==> config.mk <==
export PLATFORM = sky130hd
export DESIGN_NAME = fifo_reader
export DESIGN_NICKNAME = d
export VERILOG_FILES = /design/src/rtl/fifo_reader.sv
export SDC_FILE = /design/constraint.sdc
export NUM_CORES = 1
export LEC_CHECK = 0
export CAP_MARGIN = 20
export CORE_AREA = 8 8 95 97
export CTS_BUF_LIST = sky130_fd_sc_hd__clkbuf_16
export DETAILED_ROUTE_END_ITERATION = 6
export DIE_AREA = 0 0 103 105
export DONT_BUFFER_PORTS = 1
export RECOVER_POWER = 25
export REMOVE_ABC_BUFFERS = 1
export SLEW_MARGIN = 20
export SYNTH_ARGS = -nofsm -noshare
export SYNTH_HDL_FRONTEND = slang
export SYNTH_SLANG_ARGS = --single-unit
==> constraint.sdc <==
create_clock -name clk -period 4.9 [get_ports clk]
set_input_delay 0.98 -clock clk [delete_from_list [all_inputs] [get_ports clk]]
set_output_delay 0.98 -clock clk [all_outputs]
set_load 0.05 [all_outputs]
==> src/rtl/fifo_reader.sv <==
// Read engine that drains a synchronous FIFO into a 3-entry in-order buffer
// and presents the words downstream on a valid/ready handshake.
module fifo_reader #(
  parameter int FIFO_WIDTH = 16
) (
  input  logic                  clk,
  input  logic                  rst_n,
  input  logic                  en,
  output logic                  fifo_rd_en,
  input  logic [FIFO_WIDTH-1:0] fifo_data_out,
  input  logic                  fifo_empty,
  input  logic                  fifo_underflow,
  output logic [FIFO_WIDTH-1:0] m_data,
  output logic                  m_valid,
  input  logic                  m_ready,
  output logic [15:0]           rd_count,
  output logic                  underflow_err,
  output logic                  busy
);

  typedef enum logic [1:0] {
    IDLE   = 2'd0,
    ACTIVE = 2'd1,
    FLUSH  = 2'd2
  } state_t;

  state_t                state_r;
  state_t                state_s;
  logic [1:0]            occ_r;
  logic [1:0]            occ_s;
  logic                  inflight_r;
  logic                  valid_r;
  logic                  busy_r;
  logic [15:0]           count_r;
  logic                  uf_err_r;
  logic [FIFO_WIDTH-1:0] entry_r [3];
  logic [FIFO_WIDTH-1:0] entry_s [3];
  logic                  pop_s;
  logic                  cap_s;
  logic                  uf_s;
  logic [1:0]            wr_idx_s;

  // A strobe is only issued when every outstanding word is guaranteed a slot.
  assign fifo_rd_en = (state_r == ACTIVE) && !fifo_empty &&
                      (({1'b0, occ_r} + {2'b00, inflight_r}) < 3'd3);

  assign m_data        = entry_r[0];
  assign m_valid       = valid_r;
  assign rd_count      = count_r;
  assign underflow_err = uf_err_r;
  assign busy          = busy_r;

  // Buffer datapath: head lives in entry 0; a pop shifts toward the head.
  always_comb begin
    pop_s    = valid_r && m_ready;
    cap_s    = inflight_r && !fifo_underflow;
    uf_s     = inflight_r && fifo_underflow;
    entry_s  = entry_r;
    wr_idx_s = occ_r;
    if (pop_s) begin
      entry_s[0] = entry_r[1];
      entry_s[1] = entry_r[2];
      wr_idx_s   = occ_r - 2'd1;
    end else begin
      wr_idx_s   = occ_r;
    end
    if (cap_s) begin
      case (wr_idx_s)
        2'd0:    entry_s[0] = fifo_data_out;
        2'd1:    entry_s[1] = fifo_data_out;
        2'd2:    entry_s[2] = fifo_data_out;
        default: entry_s[2] = entry_s[2];
      endcase
    end else begin
      entry_s[0] = entry_s[0];
    end
    case ({cap_s, pop_s})
      2'b10:   occ_s = occ_r + 2'd1;
      2'b01:   occ_s = occ_r - 2'd1;
      default: occ_s = occ_r;
    endcase
  end

  // Next-state logic; en takes priority over finishing a flush.
  always_comb begin
    state_s = state_r;
    case (state_r)
      IDLE: begin
        if (en) state_s = ACTIVE;
        else    state_s = IDLE;
      end
      ACTIVE: begin
        if (!en) state_s = FLUSH;
        else     state_s = ACTIVE;
      end
      FLUSH: begin
        if (en)                                state_s = ACTIVE;
        else if (occ_r == 2'd0 && !inflight_r) state_s = IDLE;
        else                                   state_s = FLUSH;
      end
      default: state_s = IDLE;
    endcase
  end

  // State, buffer and status registers.
  always_ff @(posedge clk or negedge rst_n) begin
    if (!rst_n) begin
      state_r    <= IDLE;
      occ_r      <= 2'd0;
      inflight_r <= 1'b0;
      valid_r    <= 1'b0;
      busy_r     <= 1'b0;
      count_r    <= 16'd0;
      uf_err_r   <= 1'b0;
      for (int i = 0; i < 3; i++) begin
        entry_r[i] <= '0;
      end
    end else begin
      state_r    <= state_s;
      occ_r      <= occ_s;
      inflight_r <= fifo_rd_en;
      valid_r    <= (occ_s != 2'd0);
      busy_r     <= (state_s != IDLE);
      entry_r    <= entry_s;
      if (cap_s) count_r <= count_r + 16'd1;
      else       count_r <= count_r;
      if (uf_s)  uf_err_r <= 1'b1;
      else       uf_err_r <= uf_err_r;
    end
  end

endmodule

# Yosys cells after proc, flatten, opt, wreduce, memory -nomap -nowiden
# Cells that the tools add are included.
# totals
inputBits	22
memories	0
mem_bits_rw	0
latchBits	0
wordCells	49
out_inout_bits	36
romBits	0
ff_bits	72
# op_classes
magnitude_cmp	1
div	0
n_mul	0
shifts	0
n_bitwise	0
muxes	13
n_eq_ne	6
reduce_logical	15
n_addsub	4
# op_table
op	count
two-way mux 16 bit	4
two-way mux 32 bit	2
adder 16 x 1 -> 16 bit (second input constant)	1
two-way mux 2 bit	4
== test 2 x 1 -> 1 bit (second input constant)	3
== test 2 bit (second input constant)	3
logical AND 1 bit	6
zero test 2 bit	3
case mux 2 bit (3 select lines)	1
case mux 2 bit (2 select lines)	1
nonzero test 2 bit	2
adder 2 x 1 -> 3 bit	1
zero test 1 bit	3
< comparator 3 x 2 -> 1 bit (second input constant)	1
adder 2 x 1 -> 2 bit (second input constant)	1
AND reduction 2 bit	1
subtractor 2 x 1 -> 2 bit (second input constant)	1
two-way mux 1 bit	1

# Depth between registers and ports, before layout
# depth
word_depth	6
ltp_mapped	7
depth_no_buf	6

# Least setup slack after synthesis
# No wires, ideal clock.
# synth_path
kind	register -> output
start	reg occ_r[0]
end	out fifo_rd_en
stages_incl_launch_ff	4
slack_ns	0.439
path_buffers	0
arrival_ns	3.481
required_ns	3.920
cell_sequence	dfrtp_1 -> ha_1 -> ha_1 -> a2111oi_0
# synth_via
elab_chain_len	3
# synth_lines
item	line	text
start: declaration	29	logic [1:0] occ_r;
start signal: assignment	120	occ_r <= occ_s;
adder 2 x 1 -> 3 bit	45	(({1'b0, occ_r} + {2'b00, inflight_r}) < 3'd3);
< comparator 3 x 2 -> 1 bit	45	
logical AND 1 bit	44	assign fifo_rd_en = (state_r == ACTIVE) && !fifo_empty &&
end: declaration	9	output logic fifo_rd_en,
# No other way between the ends.

# Worst setup path in the final report
# Same ends and word-level chain as after synthesis.

==> key figures <==
Outcome
  – Status: finished clean

Synth
  – Cells after synthesis: 311
  – Xor/xnor share of the synthesized area: 0.0409
  – Mapped Area: about 0.0034 sq mm
  – Largest family of logic cells by synthesized area: multiplexers
  – Synth Area in Simple Gates: 0.142
  – Yosys reg bits: about 70
  – Fraction of synthesized area in multiplexers: 0.163
  – Sequential area share after synthesis: 0.526
  – Synth Area per Inst: 11.0 sq um
  – Synth Area in Compound Gates: 0.0544
  – Yosys cell types: 39
  – Synth warnings: 0
  – Post-synthesis adder-cell area fraction: 0.0146

Power and ir drop
  – LEAKAGE: 0.00173 uW
  – PD cells: 611 mW/mm^2
  – IR drop worst, VDD: 0.310 mV

Timing
  – Fin Hold WS: 348 ps
  – Final setup fails: 0
  – Min Clock Period, post-route: between 2000 and 3000 ps
  – Final number of hold-violating endpoints: 0
  – Period utilisation layout: 0.611
  – RSZ-0062 raised after global routing: no
  – Maximum clock rate: 334 MHz
  – Least-Margin Pin Slew: 894 ps
  – Worst Skew: 4.80 ps
  – Setup TNS: 0 ps
  – Slew Viols, Final: 0
  – Max_slew headroom: 0.404

Floorplan
  – Die Span Y: between 100 and 150 um
  – Die area: about 0.011 sq mm
  – Core ar.: 0.00753 sq mm
  – Initial Util: 0.455
  – Die W: 103 um
  – Total I/O pin count: between 50 and 60
  – Site Rows: 32

Place
  – PortBufs: 0
  – Placed instance area: 0.00339 sq mm
  – Detail Placement HPWL: 4.34 mm
  – Cell count after placement: 386
  – GPL Wtd Cong: 0.727

Worst setup path
  – CP startpoint kind: flop
  – Data arrival, critical path: approximately 2000 ps
  – Crit end category: primary output
  – Worst-path maximum fanout: 7
  – WS Path Type: reg2out
  – CP required: slightly below 4000 ps

Route
  – Total wire length: 6.53 mm
  – Avg WL per Cell: 16.4 um
  – DR vias/cell: about 5.2
  – Total vias in the final route: 2,067
  – Drc violations: 0
  – Antenna violation net count after detailed routing: 0
  – Initial drt markers: between 60 and 70
  – Drt first pass iters: 4

Global routing
  – Largest net degree at the start of global routing: 73
  – Vias in the first global route: 2,128
  – Initial antenna violation count: 0
  – Tot GR Track Use: 0.127
  – First-pass GRT wire length: 10.7 mm
  – GR Overflow Total: 0

Hold path
  – Hold Crit Class: in2async

CTS
  – Clk pin slew, worst setup/hold paths: 50 ps
  – Hold-fix buffers, CTS: 0
  – Maximum clock path buffer count: 2
  – CTS root buf: clkbuf_16
  – H-tree depth: 3
  – CTS tree: done
  – Clock latency on the worst-skew pair: 330 ps
  – CTS-repair resized insts: 0
  – Postcts setup bufs: 0
  – CTS Buf Count: 9
  – Clk sink count: 72

Finish
  – Area grow syn2layout: 5.88%
  – Final instance area: around 0.0036 sq mm
  – Non-Filler Instances: approximately 400
  – Layout cell share with drive strength beyond 1: 0.182
  – N_diodes: 0
  – Commonest non-fill, non-tap cell in the layout: nand2_1
  – Most frequent cells in the layout: nand2_1, dfrtp_1, mux2_2
  – Nets: 321

Run
  – Max_cap viols: 0
[path summary, 6_finish.rpt]
path | from | end | slack (ps) | depth (start not counted)
worst max-delay path | occ_r[0] | fifo_rd_en | 1910 | 4
worst min-delay path | rst_n | occ_r[0] | 350 | 0
worst max register to register | m_valid | entry_r[30] | 2020 | 4
worst min register to register | state_r[0] | state_r[0] | 500 | 1
max in group asynchronous | rst_n | entry_r[20] | 4450 | 0
min in group clk | state_r[0] | state_r[0] | 500 | 1
[state kept, by name, summed over array words and instances (netlist names)]
| signal | flops |
|---|---|
| entry_r | 32 |
| m_data | 16 |
| rd_count | 16 |
| occ_r | 2 |
| state_r | 2 |
| busy | 1 |
| inflight_r | 1 |
| m_valid | 1 |
| underflow_err | 1 |
[synth_stat cells]
master	n	area, sq um
ha_1	4	50.1
dfrtp_1	72	1800
nand3b_1	1	7.51
a21oi_4	1	16.3
nor2_1	7	26.3
or3b_1	1	8.76
mux2i_1	16	160
inv_1	3	11.3
clkbuf_1	10	37.5
and4b_1	1	10.0
nand4_1	6	37.5
nor4_1	1	6.26
a21oi_1	4	20.0
a21o_1	1	7.51
buf_4	17	128
and3_1	1	6.26
nand2b_1	3	18.8
mux2_4	10	150
a21boi_0	1	7.51
and3_2	1	7.51
a2111oi_0	1	8.76
o21ai_0	20	100
and2_1	1	6.26
o21ai_2	1	8.76
xnor2_1	13	114
nor3_1	1	5.00
buf_2	1	5.00
mux2_2	22	248
xor2_1	3	26.3
nand2_1	73	274
nand3_1	5	25.0
and4_1	2	17.5
or3_4	1	11.3
buf_12	1	20.0
inv_2	1	3.75
a211o_2	1	10.0
nand2_4	1	11.3
nor2b_1	1	6.26
o211ai_1	1	7.51
[metrics by stage]
stage / power (uW) / setup WS, ps / util
after floorplan: 1560 / 439 / -
after global placement: 1670 / 1840 / 0.450
after detailed placement: 1690 / 1830 / 0.450
after CTS: 2240 / 1900 / 0.482
after global routing: 2350 / 1800 / 0.482
final: 2220 / 1910 / 0.482
[area by class of cell]
cell class	count	area, sq um
inverters	4	15.0
clock buffers	9	225
flip-flops and latches	72	1800
repair buffers	2	15.0
multi-input cells	206	1430
fillers	700	3900
clock inverters	3	13.8
well taps	102	128
[kinds of logic (layout without fill, tap and decap cells)]
| group | after synthesis | after routing |
|---|---|---|
| muxes | 48 | 48 |
| xor gates and xnor gates | 16 | 16 |
| buffers and inverters | 33 | 18 |
| AOI/OAI and AO/OA | 31 | 31 |
| and+or+nand+nor | 107 | 107 |
| DFF | 72 | 72 |
| adders and majority gates | 4 | 4 |
[worst max-delay path, stage by stage, from the launching register on]
cell and delay [ps]:
dfrtp_1 480, ha_1 250, ha_1 290, a2111oi_2 410
buf_4 270
[per-layer routing]
layer | wire length, um | track usage | up-vias
li1 | - | - | 1000
met1 | 2890 | 0.153 | 1002
met2 | 2860 | 0.190 | 59
met3 | 725 | 0.0730 | 6
met4 | 50 | 0.0310 | 0
met5 | 0 | 0 | -
[power breakdown]
part,internal (uW),switching (uW),total (uW)
sequential,795,393,1190
clock,327,219,545
combinational,262,222,484
(Power assumes the default switching activity.)
